[src/rtl/binary_down_counter_4_par_load_if.sv]
// Load/count bus of the parallel-load down-counter.
// The master drives the load value and the controls; the slave returns the
// count value together with the borrow-out and zero flags.
interface binary_down_counter_4_par_load_if #(
    parameter int WIDTH = 4
);
    logic [WIDTH-1:0] IN;
    logic             Load;
    logic             Count;
    logic             Reload_En;
    logic [WIDTH-1:0] A;
    logic             BO;
    logic             Zero;

    modport master (
        output IN,
        output Load,
        output Count,
        output Reload_En,
        input  A,
        input  BO,
        input  Zero
    );

    modport slave (
        input  IN,
        input  Load,
        input  Count,
        input  Reload_En,
        output A,
        output BO,
        output Zero
    );
endinterface

[src/rtl/binary_down_counter_4_par_load.sv]
// WIDTH-bit binary down-counter with parallel load, borrow-out and optional
// auto-reload on underflow. Load also captures the reload period R, so a
// single load is enough to turn the block into a free-running divider.
// BO of one stage can drive Count of the next stage to build wider counters.
module binary_down_counter_4_par_load #(
    parameter int WIDTH = 4
) (
    input  logic                                  CLK,
    input  logic                                  Clr,
    binary_down_counter_4_par_load_if.slave       bus
);

    localparam logic [WIDTH-1:0] ONE      = {{(WIDTH-1){1'b0}}, 1'b1};
    localparam logic [WIDTH-1:0] ALL_ONES = {WIDTH{1'b1}};

    logic [WIDTH-1:0] a_q;
    logic [WIDTH-1:0] a_d;
    logic [WIDTH-1:0] r_q;
    logic [WIDTH-1:0] r_d;
    logic             zero;
    logic             underflow;

    // Value taken by A when a count is requested at zero: the stored period
    // when auto-reload is selected, otherwise a plain modulo wrap to all-ones.
    function automatic logic [WIDTH-1:0] underflow_value(
        input logic             reload_en,
        input logic [WIDTH-1:0] period
    );
        return reload_en ? period : ALL_ONES;
    endfunction

    assign zero      = (a_q == '0);
    assign underflow = bus.Count & ~bus.Load & zero;

    // Next-state selection: load beats count; count either decrements or,
    // at zero, re-arms from R or wraps.
    always_comb begin
        a_d = a_q;
        r_d = r_q;
        if (bus.Load) begin
            a_d = bus.IN;
            r_d = bus.IN;
        end else if (bus.Count) begin
            if (zero) begin
                a_d = underflow_value(bus.Reload_En, r_q);
            end else begin
                a_d = a_q - ONE;
            end
        end
    end

    // Count and reload registers; Clr clears both without waiting for CLK.
    always_ff @(posedge CLK or negedge Clr) begin
        if (!Clr) begin
            a_q <= '0;
            r_q <= '0;
        end else begin
            a_q <= a_d;
            r_q <= r_d;
        end
    end

    assign bus.A    = a_q;
    assign bus.Zero = zero;
    assign bus.BO   = underflow;

endmodule

[src/flat_wrapper.sv]
// flat-port wrapper written by rule: the top's interface ports become plain ports
module binary_down_counter_4_par_load_flat 
#(
    parameter int WIDTH = 4
)
  (CLK, Clr, bus_IN, bus_Load, bus_Count, bus_Reload_En, bus_A, bus_BO, bus_Zero);
  binary_down_counter_4_par_load_if #(.WIDTH(WIDTH)) bus_i ();
  input  logic CLK;
  input  logic Clr;
  input wire logic [$bits(bus_i.IN)-1:0] bus_IN;
  input wire logic [$bits(bus_i.Load)-1:0] bus_Load;
  input wire logic [$bits(bus_i.Count)-1:0] bus_Count;
  input wire logic [$bits(bus_i.Reload_En)-1:0] bus_Reload_En;
  output wire logic [$bits(bus_i.A)-1:0] bus_A;
  output wire logic [$bits(bus_i.BO)-1:0] bus_BO;
  output wire logic [$bits(bus_i.Zero)-1:0] bus_Zero;
  assign bus_i.IN = bus_IN;
  assign bus_i.Load = bus_Load;
  assign bus_i.Count = bus_Count;
  assign bus_i.Reload_En = bus_Reload_En;
  assign bus_A = bus_i.A;
  assign bus_BO = bus_i.BO;
  assign bus_Zero = bus_i.Zero;
  binary_down_counter_4_par_load #(.WIDTH(WIDTH)) u_core (.CLK(CLK), .Clr(Clr), .bus(bus_i));
endmodule
[config.mk]
export PLATFORM = sky130hd
export DESIGN_NAME = binary_down_counter_4_par_load_flat
export DESIGN_NICKNAME = d
export VERILOG_FILES = /design/src/rtl/binary_down_counter_4_par_load_if.sv /design/src/rtl/binary_down_counter_4_par_load.sv /design/src/flat_wrapper.sv
export SDC_FILE = /design/constraint.sdc
export NUM_CORES = 1
export LEC_CHECK = 0
export ABC_AREA = 1
export BUFFER_PORTS_ARGS = -buffer_cell sky130_fd_sc_hd__buf_4
export CAP_MARGIN = 20
export CORE_AREA = 2 2 39 41
export DETAILED_ROUTE_END_ITERATION = 10
export DIE_AREA = 0 0 41 43
export SLEW_MARGIN = 20
export SYNTH_ARGS = -nofsm -noshare
export SYNTH_HDL_FRONTEND = slang
export SYNTH_SLANG_ARGS = --single-unit
[constraint.sdc]
create_clock -name CLK -period 1.7 [get_ports CLK]
set_input_delay 0.17 -clock CLK [delete_from_list [all_inputs] [get_ports CLK]]
set_output_delay 0.17 -clock CLK [all_outputs]
set_load 0.05 [all_outputs]
==> summary.txt <==
Critical path
  • CP Capture Type: output port
  • Critical R2R Launch: u_core.bus.A[0]
  • CP arrival: 1.43 ns
  • CP Max Fanout: 4
  • Critical path class: register to output port
  • Crit path from: u_core.bus.A[0]
  • CP startpoint kind: register
  • Worst Path Required: 1.53 ns

Worst hold path
  • Hold WC Path Type: input port to register
  • Hold_sp: bus_IN[3]

CTS
  • Total clock buffers created by CTS: 3
  • Clock sinks: 8
  • Number of gates resized after cts: 0
  • Worst-path clk slew: 0.06 ns
  • # H-tree levels: 1
  • Clock root cell: clkbuf_4
  • Worst skew pair latency: 0.26 ns
  • CTS tree: done
  • Setup bufs post-CTS: 0
  • Longest Clk Path Bufs: 2
  • Hold buffers post-CTS: 1

Power and ir drop
  • Psw: 0.2298 mW
  • Seq pwr share: 39.1%
  • Total Power: 0.5978 mW
  • Int Pwr: 0.3680 mW
  • Peak supply drop: 385.8 µV
  • Clock Power Share: 25.4%
  • Leakage power total: 0.3340 nW
  • PD cells: 936.8 nW/µm²
  • Sw Share: 38.44%
  • Combinational share of power: 35.6%

Job
  • Max-cap viol count: 0

Finish
  • Multi-input logic area: 225.2 µm²
  • Post-route core utilization: 46.11%
  • ANT cells: 0
  • Fill cells: 144
  • Layout Nets: 94
  • Sequential Area: 202.7 µm²
  • Final std cells w/o fill: 98
  • Area Growth Syn to Fin: 31.11%
  • Share of cells above drive strength 1: 35.37%

STA
  • Worst setup margin: 0.1043 ns
  • Setup TNS: 0 ns
  • Slew @ Worst Pin: 0.1698 ns
  • Relative slew slack: 88.68%
  • Fin. Hold Viols: 0
  • Final setup vio count: 0
  • Crit path time final: 1.596 ns
  • Final Max Slew Viols: 0
  • RSZ-0062 raised after global routing: no
  • Period utilisation layout: 93.86%
  • Peak Freq: 0.6267 GHz
  • Worst Clk Skew: 0.002366 ns

Detailed routing
  • Per-cell routed wire length: 11.06 µm
  • Initial DRT Pass Iterations: 4
  • Via density: 4.806
  • Vias: 471
  • Total Wirelength: 1.084 mm
  • Remaining DRCs: 0
  • DR iter-0 viols: 11
  • DRT antenna net count: 0

Floorplan
  • Die Ht: 43 µm
  • # IOs: 15
  • Row cnt: 14
  • Die W: 41 µm
  • Core area: 1384 µm²
  • Full die area: 1763 µm²
  • Initial Utilization: 35.17%

Place
  • GP Congestion: 0.8576
  • IO Port Bufs: 14
  • Dpl cells: 94
  • HPWL Detailed: 858.5 µm
  • Dpl ws: 0.3902 ns

Synthesis
  • Synthesized area per cell: 7.488 µm²
  • Commonest cells in the netlist: nand2_1, inv_1, dfrtp_1
  • Synth area leader: dfrtp_1
  • Yosys cell types: 19
  • Ys flop type: dfrtp_1
  • Async S/R FF share, synth: 100.0%
  • Post-synth EDFFs: 0
  • Mapped Nets: 75
  • Synth warn: 0
  • Cell area after synthesis: 486.7 µm²
  • Seq/Total Area, Yosys: 41.13%
  • Most frequent cell after synthesis: nand2_1
  • Mapped Cells: 65
  • Synth top area share: 41.13%
  • Register bit total from synthesis: 8
  • Ranking of synthesized cells by area: dfrtp_1, nand2_1, inv_1

Global route
  • First-pass GRT wire length: 1.807 mm
  • Largest net degree at the start of global routing: 11
  • Number of antenna violations at the first check in global routing: 0
  • Total grt overflow: 0
  • Vias in the first global route: 459
  • Total GRT Usage: 15.37%

Status
  • Outcome: completed
## through the flow
stage | hold slack [ns] | instance area [µm²]
after floorplan | -0.1256 | 491.7
after global placement | -0.001030 | 605.6
after detailed placement | -0.002527 | 605.6
after CTS | 0.1241 | 638.1
after global routing | 0.1391 | 638.1
final | 0.1254 | 638.1
## flip-flops by register name, indices dropped and copies added, names as in the netlist
name	cells
u_core.bus.A	4
u_core.r_q	4
## cell usage in the layout (no fill, tap or decap)
master and instances:
buf_4 14, nand2_1 13, inv_1 10, nand3_1 7
dfrtp_1 6, a21oi_1 4, nor2_2 3, inv_2 3
nor2_1 3, clkbuf_4 3, nor2_4 2, o21ai_0 2
o21ai_1 2, dfrtp_2 2, nand2_2 1, clkinv_1 1
o21ai_2 1, o21bai_1 1, nand4_1 1, a21boi_0 1
ha_1 1, dlygate4sd3_1 1
## per-layer routing
layer,track usage (%),vias up,wire length (µm)
li1,-,238,-
met1,18.09,224,461
met2,24.69,7,577
met3,1.571,2,23
met4,10.00,0,22
met5,0,-,0
## final timing paths
kind | endpoint | slack [ns] | depth (start not counted)
hold reg to reg | u_core.r_q[3] | 0.49 | 2
max in group asynchronous | u_core.bus.A[1] | 1.29 | 2
min in group asynchronous | u_core.r_q[0] | 0.27 | 2
setup / recovery | bus_BO | 0.10 | 5
setup reg to reg | u_core.bus.A[3] | 0.46 | 8
hold / removal | u_core.r_q[3] | 0.13 | 3
## worst max-delay path, stage by stage (launching register included)
cell and delay [ns]:
dfrtp_2 0.42, inv_1 0.10, ha_1 0.23, nand2_2 0.11
nor2_2 0.11, buf_4 0.19
## layout make-up
class	count	share of cell area, %
Tap cell	16	3.137
Clock buffer	3	3.529
Inverter	14	8.235
Multi-Input combinational cell	42	35.29
Timing Repair Buffer	15	18.04
Sequential cell	8	31.76
## cells by family (layout without fill, tap and decap cells)
logic type,after synthesis,count (layout),share of synthesized area (%)
and+or+nand+nor,30,30,30.08
buffers and inverters,15,32,13.11
AOI/OAI and AO/OA,11,11,13.11
DFF,8,8,41.13
adders and majority gates,1,1,2.570
## power by group through the flow
stage | logic [mW] | registers, mW | clock network [mW]
6_report | 0.213 | 0.233 | 0.152
5_1_grt | 0.235 | 0.235 | 0.163
4_1_cts | 0.215 | 0.233 | 0.157
3_5_place_dp | 0.213 | 0.236 | 0
3_3_place_gp | 0.212 | 0.234 | 0
2_1_floorplan | 0.102 | 0.281 | 0
Note: power is estimated with default switching activity, not from simulation.
